**src/rtl/ili9341_init_seq.sv**
```systemverilog
// ILI9341 power-up sequencer.
// Drives the panel hardware reset low and then high through the reset block.
// Then it streams a fixed command/data/delay script from an internal ROM to
// the SPI byte writer, and finally raises o_init_done.
// Optional build macro INIT_RESTART_EN adds i_restart. A pulse on it in DONE
// re-runs the whole sequence. Without the macro, DONE is terminal until reset.
module ili9341_init_seq #(
    parameter int CLK_PER_MS = 4000,
    parameter int ROM_DEPTH  = 16
) (
    input  logic       clk,
    input  logic       rst,
    input  logic       i_start,
`ifdef INIT_RESTART_EN
    input  logic       i_restart,
`endif
    output logic       o_busy,
    output logic       o_init_done,
    output logic       o_reset_ena,
    output logic       o_reset_val,
    input  logic       i_reset_sent,
    output logic       o_spi_start,
    output logic       o_spi_dc,
    output logic [7:0] o_spi_data,
    input  logic       i_spi_done
);

    localparam int AW = (ROM_DEPTH > 1) ? $clog2(ROM_DEPTH) : 1;
    localparam int CW = (CLK_PER_MS > 1) ? $clog2(CLK_PER_MS) : 1;

    localparam logic [AW-1:0] LAST_ADDR  = AW'(ROM_DEPTH - 1);
    localparam logic [CW-1:0] CYC_RELOAD = CW'(CLK_PER_MS - 1);
    // The FETCH cycle that decodes a delay already counts as the first tick
    // of its first millisecond, so the first reload is one short.
    localparam logic [CW-1:0] CYC_FIRST  = (CLK_PER_MS > 1) ? CW'(CLK_PER_MS - 2) : '0;

    localparam logic [1:0] T_CMD = 2'b00;
    localparam logic [1:0] T_DAT = 2'b01;
    localparam logic [1:0] T_DLY = 2'b10;
    localparam logic [1:0] T_END = 2'b11;

    typedef enum logic [3:0] {
        S_IDLE,
        S_RST_LO,
        S_RST_LO_W,
        S_RST_HI,
        S_RST_HI_W,
        S_FETCH,
        S_SEND,
        S_WAIT_TX,
        S_DELAY,
        S_DONE
    } state_e;

    // Script word layout: {type[1:0], payload[7:0]}.
    function automatic logic [9:0] rom_entry(input logic [AW-1:0] addr);
        logic [9:0] w;
        case (int'(addr))
            0:       w = {T_CMD, 8'h01};   // software reset
            1:       w = {T_DLY, 8'd5};
            2:       w = {T_CMD, 8'h11};   // sleep out
            3:       w = {T_DLY, 8'd120};
            4:       w = {T_CMD, 8'h3A};   // pixel format
            5:       w = {T_DAT, 8'h55};   // 16 bpp
            6:       w = {T_CMD, 8'h36};   // memory access control
            7:       w = {T_DAT, 8'h48};
            8:       w = {T_CMD, 8'h29};   // display on
            default: w = {T_END, 8'h00};
        endcase
        return w;
    endfunction

    state_e          state_q;
    logic [AW-1:0]   ptr_q;
    logic [7:0]      ms_q;
    logic [CW-1:0]   cyc_q;
    logic            busy_q;
    logic            done_q;
    logic            rena_q;
    logic            rval_q;
    logic            spi_start_q;
    logic            spi_dc_q;
    logic [7:0]      spi_data_q;

    logic [9:0]      rom_word;
    logic [1:0]      rom_type;
    logic [7:0]      rom_pay;
    logic            adv;

    assign rom_word = rom_entry(ptr_q);
    assign rom_type = rom_word[9:8];
    assign rom_pay  = rom_word[7:0];

    // Current script step has finished: move to the next entry (or stop at the ROM end).
    always_comb begin
        adv = 1'b0;
        case (state_q)
            S_FETCH:   adv = (rom_type == T_DLY) && (rom_pay == 8'd0);
            S_WAIT_TX: adv = i_spi_done;
            S_DELAY:   adv = (cyc_q == '0) && (ms_q == 8'd0);
            default:   adv = 1'b0;
        endcase
    end

    // Sequencer FSM with registered handshake outputs.
    always_ff @(posedge clk or negedge rst) begin
        if (!rst) begin
            state_q     <= S_IDLE;
            ptr_q       <= '0;
            ms_q        <= 8'd0;
            cyc_q       <= '0;
            busy_q      <= 1'b0;
            done_q      <= 1'b0;
            rena_q      <= 1'b0;
            rval_q      <= 1'b1;
            spi_start_q <= 1'b0;
            spi_dc_q    <= 1'b0;
            spi_data_q  <= 8'd0;
        end else begin
            rena_q      <= 1'b0;
            spi_start_q <= 1'b0;
            case (state_q)
                S_IDLE: begin
                    if (i_start) begin
                        state_q <= S_RST_LO;
                        rena_q  <= 1'b1;
                        rval_q  <= 1'b0;
                        busy_q  <= 1'b1;
                    end
                end
                S_RST_LO: state_q <= S_RST_LO_W;
                S_RST_LO_W: begin
                    if (i_reset_sent) begin
                        state_q <= S_RST_HI;
                        rena_q  <= 1'b1;
                        rval_q  <= 1'b1;
                    end
                end
                S_RST_HI: state_q <= S_RST_HI_W;
                S_RST_HI_W: begin
                    if (i_reset_sent) begin
                        state_q <= S_FETCH;
                        ptr_q   <= '0;
                    end
                end
                S_FETCH: begin
                    case (rom_type)
                        T_CMD, T_DAT: begin
                            state_q     <= S_SEND;
                            spi_start_q <= 1'b1;
                            spi_dc_q    <= (rom_type == T_DAT);
                            spi_data_q  <= rom_pay;
                        end
                        T_DLY: begin
                            // Zero-length delays are skipped through adv.
                            if (rom_pay != 8'd0) begin
                                state_q <= S_DELAY;
                                ms_q    <= rom_pay - 8'd1;
                                cyc_q   <= CYC_FIRST;
                            end
                        end
                        default: begin
                            state_q <= S_DONE;
                            busy_q  <= 1'b0;
                            done_q  <= 1'b1;
                        end
                    endcase
                end
                S_SEND: state_q <= S_WAIT_TX;
                S_WAIT_TX: begin
                    // dc/data stay put; completion is handled through adv.
                end
                S_DELAY: begin
                    if (cyc_q == '0) begin
                        if (ms_q != 8'd0) begin
                            ms_q  <= ms_q - 8'd1;
                            cyc_q <= CYC_RELOAD;
                        end
                    end else begin
                        cyc_q <= cyc_q - CW'(1);
                    end
                end
                S_DONE: begin
`ifdef INIT_RESTART_EN
                    if (i_restart) begin
                        state_q <= S_RST_LO;
                        rena_q  <= 1'b1;
                        rval_q  <= 1'b0;
                        busy_q  <= 1'b1;
                        done_q  <= 1'b0;
                    end
`endif
                end
                default: state_q <= S_IDLE;
            endcase

            if (adv) begin
                if (ptr_q == LAST_ADDR) begin
                    state_q <= S_DONE;
                    busy_q  <= 1'b0;
                    done_q  <= 1'b1;
                end else begin
                    state_q <= S_FETCH;
                    ptr_q   <= ptr_q + AW'(1);
                end
            end
        end
    end

    assign o_busy      = busy_q;
    assign o_init_done = done_q;
    assign o_reset_ena = rena_q;
    assign o_reset_val = rval_q;
    assign o_spi_start = spi_start_q;
    assign o_spi_dc    = spi_dc_q;
    assign o_spi_data  = spi_data_q;

endmodule

```
**config.mk**
```make
export PLATFORM = sky130hd
export DESIGN_NAME = ili9341_init_seq
export DESIGN_NICKNAME = d
export VERILOG_FILES = /design/src/rtl/ili9341_init_seq.sv
export SDC_FILE = /design/constraint.sdc
export NUM_CORES = 1
export LEC_CHECK = 0
export CORE_AREA = 2 2 78 80
export CTS_CLUSTER_DIAMETER = 100
export CTS_CLUSTER_SIZE = 30
export DETAILED_ROUTE_END_ITERATION = 7
export DIE_AREA = 0 0 80 82
export PLACE_DENSITY = 0.74
export SETUP_SLACK_MARGIN = 0.05
export SLEW_MARGIN = 20
export SYNTH_ARGS = -nofsm -noshare
export SYNTH_HDL_FRONTEND = slang
export SYNTH_SLANG_ARGS = --single-unit
```
**constraint.sdc**
```tcl
create_clock -name clk -period 5.4 [get_ports clk]
set_input_delay 0.54 -clock clk [delete_from_list [all_inputs] [get_ports clk]]
set_output_delay 0.54 -clock clk [all_outputs]
set_load 0.02 [all_outputs]
```
==> results of run 1 <==
-- final cells by class --
cell class / instances / area [um^2]
Clock buffer: 7 / 96.34
Tap cell: 75 / 93.84
Sequential cell: 41 / 1027
Multi-Input combinational cell: 212 / 1385
Fill cell: 557 / 2920
Inverter: 12 / 45.04
Clock inverter: 1 / 5.005
Timing Repair Buffer: 18 / 172.7
-- worst max-delay path, stage by stage (launching register included) --
cell and delay, ps:
dfrtp_1 540, inv_1 150, ha_1 290, a21oi_1 160, o32a_1 210, nand2_1 60, o21ai_0 100, ha_1 320
nand2_1 110, o31ai_1 240, a21oi_1 110, a221oi_1 220
-- layer usage --
layer  track usage, %  share of wire [%]  vias up
met2            30.92                 49       49
li1                 -                  -     1043
met3            2.967                2.9        7
met5                0                  0        -
met1            23.87                 46      997
met4            5.763                1.4        0
-- state kept, by name, summed over array words and instances (netlist names) --
| signal | cells |
|---|---|
| cyc_q | 12 |
| o_spi_start | 1 |
| o_spi_data | 7 |
| o_init_done | 1 |
| o_spi_dc | 1 |
| ptr_q | 4 |
| ms_q | 8 |
| o_busy | 1 |
| o_reset_val | 1 |
| state_q | 4 |
| o_reset_ena | 1 |
-- placed cells by master (no fill, tap or decap), types with 3 or more instances in the layout --
cell type        Yosys  layout
xor2_1               3       3
mux2_2               6       6
inv_1               12      12
dfrtp_1             40      40
nand2b_1             8       8
mux2i_1              4       4
ha_1                 8       8
nand2_1             23      23
nand3_1             13      13
clkdlybuf4s50_1      0      16
a21oi_1             23      23
clkbuf_8             0       7
nor3_1              15      15
o21ai_0             14      14
a221oi_1             3       3
nor4_1               6       6
or3_1                5       5
xnor2_1              5       5
o31ai_1              3       3
a21o_1               4       4
nor2_1              22      22
a22oi_1              3       3
-- metrics by stage --
| step | total power [uW] | hold slack, ps |
|---|---|---|
| 3_3_place_gp | 1397 | 452.7 |
| 5_1_grt | 1787 | 453.3 |
| 6_report | 1642 | 374.3 |
| 3_5_place_dp | 1424 | 483.7 |
| 4_1_cts | 1651 | 409.5 |
| 2_1_floorplan | 1190 | 244.4 |
-- final timing paths --
path	start	end	slack [ps]
max in group asynchronous	rst	cyc_q[8]	4460
worst max-delay path	ptr_q[0]	ms_q[6]	2790
worst min-delay path	rst	o_spi_data[1]	370
worst min register to register	o_init_done	o_init_done	490
worst max register to register	ptr_q[0]	ms_q[6]	2790
min in group clk	o_init_done	o_init_done	490
-- cell usage after synthesis, types with 2 or more instances --
cell type / number
xor2_1: 3
xnor2_1: 5
nand3_1: 13
o21ai_0: 14
o2111ai_1: 2
a31oi_1: 2
buf_1: 2
inv_1: 12
o31ai_1: 3
nor2_1: 22
a21oi_1: 23
nor4_1: 6
nor3b_1: 2
clkbuf_1: 10
dfrtp_1: 40
nand4_1: 2
a21o_1: 4
o211ai_1: 2
o41ai_1: 2
nand2_1: 23
nor2b_1: 2
ha_1: 8
a221oi_1: 3
or3_1: 5
nand2b_1: 8
a22oi_1: 3
o21a_1: 2
mux2i_1: 4
mux2_2: 6
nor3_1: 15
-- kinds of logic after synthesis --
logic type	share of synthesized area, %
adder cells (fa/ha/maj)	3.980
other	0.1491
XOR/XNOR	2.786
multiplexers	4.278
flip-flops	40.85
AO/OA/AOI/OAI	20.70
buffers and inverters	4.080
AND/OR/NAND/NOR	23.18
-- power by group through the flow --
stage	combinational [uW]	clock, uW	sequential (uW)
final	805	222	615
after global placement	785	0	612
after floorplan	609	0	581
after detailed placement	804	0	620
after global routing	900	244	644
after CTS	807	231	614
==> run_results.csv, run 1 <==
group,metric,value,unit
layout,post_route_cells_drive_above_1_share,9.622,%
worst_setup_path,critPathRequiredTime,5590,ps
timing,max-slew-margin-rel,39.53,%
yosys,ys_ff_latch,41,
power_and_ir_drop,vdd_drop_max,210.7,uV
yosys,postSynth.topFlopCell,"dfrtp_1",
placement,place_ws,2835,ps
cts,cts_repair_resize_count,0,
yosys,sequential_cell_area_fraction_in_the_yosys_report,40.85,%
timing,hold_violations,0,
power_and_ir_drop,leakagePower,0.001103,uW
cts,post-cts-setup-buffers,0,
power_and_ir_drop,net_switching_power_of_the_design,736.2,uW
timing,rsz0062_at_grt,"no",
global_routing,grt_overflow_total,0,
placement,place.port_buffers,17,
layout,num_antenna_cells,0,
placement,place_hpwl,3872,um
cts,ctsHtreeMaxLevel,2,
power_and_ir_drop,power_frac_seq,37.5,%
outcome,outcome,"completed",
worst_setup_path,critPathLaunchType,"register",
route,post_drt_wl_per_cell,14.65,um
floorplanning,initial_utilization,43.77,%
cts,clock_latency,300,ps
timing,worstMarginPinSlew,907.1,ps
timing,final_setup_violation_count,0,
timing,report.final.slew_viol_count,0,
power_and_ir_drop,share_comb_of_total_power,49.0,%
layout,final_core_util,49.17,%
yosys,synth.top_cells.by_area,"dfrtp_1, a21oi_1, ha_1, nand2_1, nor2_1",
worst_setup_path,cp.arrival,2810,ps
cts,cts_inserted_buffers,5,
worst_setup_path,worst_r2r_path_depth,11,
route,wl,5361,um
yosys,async_flop_share,100.0,%
global_routing,antenna_violations_before_repair,0,
global_routing,grt_pass1_wl,9397,um
yosys,synth_top_area_cell,"dfrtp_1",
global_routing,first_global_vias,2029,
cts,cts.clk_slew.worst_paths,80,ps
yosys,synth_edf_count,0,
floorplanning,standard_cell_row_count,28,
yosys,ys_warn_count,0,
layout,cell_count_final_fillers_out,366,
global_routing,grt_usage,18.21,%
route,route.detailed.drc,0,
yosys,synth.avg_cell_area,9.014,um^2
layout,postLayoutCellArea,2825,um^2
route,vias_per_cell,5.727,
worst_setup_path,critical_path_peak_fanout,11,
timing,timing.final.crit_share,48.41,%
timing,setup_total_negative_slack,0,ps
floorplanning,core_area,5746,um^2
yosys,mappedNetlistNets,292,
route,initialDrtViolationCount,174,
timing,final_critical_path_time_including_i_o_delays_and_setup,2614,ps
timing,maxClockFrequency,0.3825,GHz
worst_setup_path,timing_worst_setup_path_type,"register to register",
route,route.vias.total,2096,
route,drtPass1Iterations,4,
placement,place_area,2724,um^2
floorplanning,dieHeight,82,um
flow_run,drv_cap,0,
cts,cts_hold_buf,0,
power_and_ir_drop,net_switching_fraction_of_the_power,44.84,%
global_routing,grt_max_degree,42,
placement,numPlacedInstances,358,
placement,finalWeightedCongestion,0.8489,
timing,finClkSkew,8.627,ps
timing,final_critical_path_setup_slack,2786,ps
power_and_ir_drop,int_pwr,905.7,uW
yosys,synth_top_area_share,39.80,%
floorplanning,io_pins,19,
power_and_ir_drop,powerDensity,581.1,nW/um^2
cts,cts-root-to-sink-buffers,2,
hold_path,min-delay-path-class,"input port to async pin",
layout,layout.nets,303,
floorplanning,die-area,6560,um^2
power_and_ir_drop,pwr-share-clk,13.5,%
cts,cts_tree,"built",
route,drtAntennaViolNets,0,
worst_setup_path,critPathCaptureType,"register",
cts,cts.root.buffer_cell,"clkbuf_8",
layout,syn2layout_area_growth,12.34,%
yosys,synth.cell_area,2515,um^2
cts,clkSinkCount,41,
yosys,syn_inst,279,
yosys,synth_cell_types,61,
floorplanning,chipWidth,80,um
Note: power is estimated with default switching activity, not from simulation.
==> run 2: changes to the inputs <==
Clock period 5.4 ns to 2.6 ns, I/O delays scaled along.
==> run 2 against run 1 <==
Net effect:
- sequential share of layout area is 0.67 points lower
- final cell count is 2.5% higher
- largest power group unchanged
- hold slack worse by 280 ps
- highest routed layer unchanged
- register-to-register slack worse by 2500 ps
- sequential power is 92% higher
- largest cell class unchanged
- global-route usage is 0.10 points higher
==> run_results.csv, run 2 (synthesis results as in run 1) <==
group,metric,value,unit
timing,max-slew-margin-rel,38.83,%
power_and_ir_drop,int_pwr,1907,uW
power_and_ir_drop,net_switching_fraction_of_the_power,44.97,%
layout,cell_count_final_fillers_out,375,
route,vias_per_cell,5.757,
power_and_ir_drop,power_frac_seq,34.0,%
layout,top_reg_by_flops,"cyc_q",
timing,rsz0062_at_grt,"no",
hold_path,min-delay-path-class,"input port to async pin",
route,wl,5564,um
layout,post_route_cells_drive_above_1_share,12.33,%
worst_setup_path,worst_r2r_path_depth,9,
global_routing,grt_pass1_wl,9349,um
worst_setup_path,crit-reg2reg-capture,"cyc_q[10]",
floorplanning,standard_cell_row_count,28,
outcome,outcome,"completed",
power_and_ir_drop,share_comb_of_total_power,54.2,%
global_routing,grt_overflow_total,0,
worst_setup_path,crit_start,"cyc_q[0]",
floorplanning,dieHeight,82,um
power_and_ir_drop,total_power,3466,uW
placement,finalWeightedCongestion,0.8495,
power_and_ir_drop,leakagePower,0.001135,uW
global_routing,grt_usage,18.31,%
cts,ctsHtreeMaxLevel,2,
cts,clkSinkCount,41,
global_routing,antenna_violations_before_repair,0,
cts,clock_latency,300,ps
timing,final_setup_violation_count,0,
timing,setup_total_negative_slack,0,ps
floorplanning,initial_utilization,43.77,%
worst_setup_path,critPathLaunchType,"register",
worst_setup_path,family_with_the_most_delay_on_the_worst_path,"compound AO/OA/AOI/OAI gates",
timing,maxClockFrequency,0.4285,GHz
placement,numPlacedInstances,366,
worst_setup_path,critical_path.reg2reg.startpoint,"cyc_q[0]",
timing,final_critical_path_setup_slack,266.0,ps
worst_setup_path,critical_path_depth,9,
route,route.detailed.drc,0,
layout,layout.cells.most_common,"dfrtp_1",
power_and_ir_drop,pwr-share-clk,11.8,%
worst_setup_path,cp.arrival,2500,ps
cts,cts_tree,"built",
floorplanning,io_pins,19,
worst_setup_path,critical_path.max_stage_delay,580,ps
cts,cts.clk_slew.worst_paths,80,ps
worst_setup_path,critPathSlowestCell,"o31ai_2",
route,drtPass1Iterations,4,
placement,place_ws,126.8,ps
layout,syn2layout_area_growth,14.58,%
timing,final_critical_path_time_including_i_o_delays_and_setup,2334,ps
route,route.vias.total,2159,
route,post_drt_wl_per_cell,14.84,um
placement,place.port_buffers,17,
power_and_ir_drop,powerDensity,1203,nW/um^2
global_routing,grt_max_degree,42,
worst_setup_path,critical_path_peak_fanout,7,
worst_setup_path,r2r_slack,270,ps
global_routing,first_global_vias,2011,
layout,layout.cells.most_common_list,"dfrtp_1, a21oi_1, nand2_1, nor2_1, clkdlybuf4s50_1",
worst_setup_path,timing_worst_setup_path_type,"register to register",
cts,cts_inserted_buffers,5,
floorplanning,chipWidth,80,um
power_and_ir_drop,net_switching_power_of_the_design,1559,uW
power_and_ir_drop,vdd_drop_max,459.3,uV
layout,layout.nets,312,
worst_setup_path,critPathCaptureType,"register",
floorplanning,die-area,6560,um^2
layout,num_antenna_cells,0,
worst_setup_path,critical_path.cell_chain,"inv_1, ha_1, nor4b_1, buf_4, a31oi_4, o31ai_2, nor3_1, xnor2_1, nand2_1",
worst_setup_path,crit_end,"cyc_q[10]",
timing,report.final.slew_viol_count,0,
floorplanning,core_area,5746,um^2
cts,cts-root-to-sink-buffers,2,
cts,cts.root.buffer_cell,"clkbuf_8",
layout,layout.filler_cells,537,
timing,timing.final.crit_share,89.77,%
timing,hold_violations,0,
route,initialDrtViolationCount,128,
route,drtAntennaViolNets,0,
timing,finClkSkew,5.486,ps
flow_run,drv_cap,0,
layout,max_reg_flops,12,
worst_setup_path,critPathRequiredTime,2760,ps
timing,worstMarginPinSlew,917.5,ps
placement,place_hpwl,3919,um
worst_setup_path,critical_path_buf_inv_count,2,
[run 2: what timing repair did]
| item | in CTS | in global routing |
|---|---|---|
| hold buffers | 0 | 0 |
| resized for setup | 0 | 3 |
| setup buffers | 0 | 1 |
| setup endpoints to repair | 0 | 3 |
[run 2: metrics by stage]
step | utilization (%) | area, um^2 | hold slack (ps)
detailed placement | 48.45 | 2784 | 448.9
floorplan | - | 2515 | -35.59
CTS | 49.85 | 2864 | 133.0
global placement | 48.45 | 2784 | 446.8
finish | 50.15 | 2882 | 96.13
global route | 50.15 | 2882 | 177.2
[run 2: cell type report]
type                            instances  area, um^2  share of cell area, %
Multi-Input combinational cell        212        1394                  48.37
Sequential cell                        41        1028                  35.69
Timing Repair Buffer                   27       240.2                  8.337
Tap cell                               75       93.84                  3.257
Clock buffer                            8       80.08                  2.779
Inverter                               12       45.04                  1.563
[run 2: how the worst min path moves through the flow]
stage,slack [ps],endpoint,startpoint
6_report,100,ms_q[0],rst
5_1_grt,180,ms_q[6],rst
4_1_cts,130,state_q[1],rst
3_5_place_dp,450,ms_q[4],rst
3_3_place_gp,450,ms_q[5],rst
2_1_floorplan,-40,cyc_q[0],rst
[run 2: power by group through the flow]
| stage | Sequential, uW | Combinational (uW) | Clock, uW |
|---|---|---|---|
| after floorplan | 1210 | 1260 | 0 |
| after global placement | 1170 | 1790 | 0 |
| after detailed placement | 1190 | 1830 | 0 |
| after CTS | 1180 | 1840 | 416 |
| after global routing | 1210 | 2090 | 450 |
| final | 1180 | 1880 | 410 |
[run 2: metal layers]
layer | share of wire (%) | routed length (um) | global-route usage [%]
met2 | 49 | 2715 | 30.33
met4 | 2.3 | 126 | 7.797
met1 | 45 | 2521 | 23.48
met5 | 0 | 0 | 0
met3 | 3.6 | 200 | 3.407
==> run 3: changes to the inputs <==
Settings changed: CORE_AREA 2 2 78 80 to 2 2 95 97, DIE_AREA 0 0 80 82 to 0 0 97 99, PLACE_DENSITY 0.74 to 0.57, SLEW_MARGIN 20 to default.
==> run 3 against run 2 <==
Net effect:
- register-to-register slack got worse by 50 ps
- clock skew increased by 5.0 ps
- die area increased by 46%
- first-iteration DRC count increased by 22%
- routed wire length increased by 2.1%
- core utilization decreased by 16 points
- clock power increased by 31%
- flip-flop and latch count unchanged
- count of clock-buffer cells in the layout decreased by 1
- hold slack improved by 8.5 ps
- power increased by 2.9%
==> run_results.csv, run 3 (synthesis results as in run 1) <==
group,metric,value,unit
global_routing,grt_max_degree,42,
global_routing,grt_usage,12.45,%
layout,multi_input_logic_area,1388,um^2
timing,worstMarginPinSlew,925.3,ps
route,drtAntennaViolNets,0,
cts,clkSinkCount,41,
worst_setup_path,cp.arrival,2540,ps
route,drtPass1Iterations,4,
floorplanning,chipWidth,97,um
timing,final_critical_path_time_including_i_o_delays_and_setup,2389,ps
worst_setup_path,family_with_the_most_delay_on_the_worst_path,"compound AO/OA/AOI/OAI gates",
worst_setup_path,timing_worst_setup_path_type,"register to register",
placement,numPlacedInstances,400,
placement,place_area,2833,um^2
placement,finalWeightedCongestion,0.8666,
power_and_ir_drop,vdd_drop_max,337.1,uV
cts,clock_latency,290,ps
power_and_ir_drop,leakagePower,0.001151,uW
hold_path,min-delay-path-class,"input port to async pin",
timing,setup_total_negative_slack,0,ps
timing,holdWs,104.6,ps
route,vias_per_cell,5.270,
cts,cts_tree,"built",
power_and_ir_drop,powerDensity,1207,nW/um^2
flow_run,drv_cap,0,
layout,top_reg_by_flops,"cyc_q",
worst_setup_path,critical_path_buf_inv_count,2,
layout,layout.cells.most_common_list,"dfrtp_1, a21oi_1, nand2_1, nor2_1, clkdlybuf4s50_1",
worst_setup_path,critical_path_peak_fanout,7,
worst_setup_path,critical_path.max_stage_delay,620,ps
timing,max-slew-margin-rel,38.31,%
outcome,outcome,"completed",
layout,layout.nets,312,
timing,report.final.slew_viol_count,0,
timing,timing.final.crit_share,91.88,%
placement,place.port_buffers,17,
timing,maxClockFrequency,0.4186,GHz
layout,num_antenna_cells,0,
cts,post-cts-setup-buffers,0,
floorplanning,core_area,8551,um^2
cts,cts_hold_buf,0,
global_routing,grt_pass1_wl,9818,um
worst_setup_path,critPathRequiredTime,2750,ps
floorplanning,io_pins,19,
floorplanning,die-area,9603,um^2
route,post_drt_wl_per_cell,13.93,um
floorplanning,standard_cell_row_count,34,
route,wl,5682,um
global_routing,grt_overflow_total,0,
layout,layout.filler_cells,873,
worst_setup_path,critPathLaunchType,"register",
placement,place_hpwl,4126,um
route,route.detailed.drc,0,
layout,post_route_cells_drive_above_1_share,12.67,%
timing,final_setup_violation_count,0,
layout,syn2layout_area_growth,17.41,%
worst_setup_path,critical_path.cell_chain,"inv_1, ha_1, nor4b_1, buf_4, a31oi_4, o31ai_2, nor3_1, xnor2_1, nand2_1",
worst_setup_path,critPathSlowestCell,"o31ai_2",
timing,hold_violations,0,
global_routing,first_global_vias,2072,
cts,cts_inserted_buffers,5,
layout,postLayoutCellArea,2953,um^2
cts,cts.root.buffer_cell,"clkbuf_8",
cts,ctsHtreeMaxLevel,2,
layout,max_reg_flops,12,
layout,layout.cells.most_common,"dfrtp_1",
worst_setup_path,critPathCaptureType,"register",
layout,cell_count_final_fillers_out,408,
floorplanning,initial_utilization,29.41,%
layout,area.sequential,1028,um^2
timing,finClkSkew,10.52,ps
cts,cts.clk_slew.worst_paths,80,ps
floorplanning,dieHeight,99,um
timing,rsz0062_at_grt,"no",
cts,cts-root-to-sink-buffers,2,
global_routing,antenna_violations_before_repair,0,
route,initialDrtViolationCount,156,
route,route.vias.total,2150,
-- run 3: cell types whose count changed in the layout (fill, tap and decap cells not counted), sizes merged --
cell and delta:
bufinv +1, clkbuf -1
-- run 3: worst paths after layout --
check	startpoint	endpoint	slack [ps]	cells past startpoint
max	cyc_q[0]	cyc_q[10]	210	9
min	rst	ptr_q[0]	100	1
max reg2reg	cyc_q[0]	cyc_q[10]	210	9
min reg2reg	o_init_done	o_init_done	470	1
max in group asynchronous	rst	ptr_q[1]	1870	1
min in group clk	o_init_done	o_init_done	470	1
-- run 3: per-stage QoR --
step / power (uW) / worst slack [ps] / util (%)
floorplan: 2471 / 153.6 / -
global placement: 3007 / 293.5 / 33.13
detailed placement: 3039 / 190.6 / 33.13
CTS: 3585 / 167.9 / 34.49
global route: 3886 / 50.07 / 34.53
finish: 3565 / 211.2 / 34.53
-- run 3: area by class of cell --
type | instances | share of cell area (%)
clock buffer | 7 | 2.924
clock inverter | 1 | 1.017
inverter | 12 | 1.525
timing repair buffer | 27 | 8.136
multi-input combinational | 212 | 46.99
tap | 108 | 4.576
sequential | 41 | 34.83
-- run 3: repair_timing --
item	4_1_cts	5_1_grt
endpoints found under the hold margin	0	0
gates resized for setup	0	2
endpoints found under the setup margin	0	2
-- run 3: routing by layer --
layer | up-vias | track usage [%] | wire length, um
met1 | 1042 | 16.67 | 2801
li1 | 1059 | - | -
met4 | 0 | 3.684 | 56
met5 | - | 0 | 0
met3 | 6 | 2.624 | 213
met2 | 43 | 20.35 | 2610
-- run 3: report_power, final --
part / total (uW) / switching [uW] / leakage, uW / internal (uW)
Sequential: 1180 / 281 / 0.000485 / 903
Combinational: 1850 / 1040 / 0.000607 / 804
Clock: 536 / 223 / 0.0000585 / 313
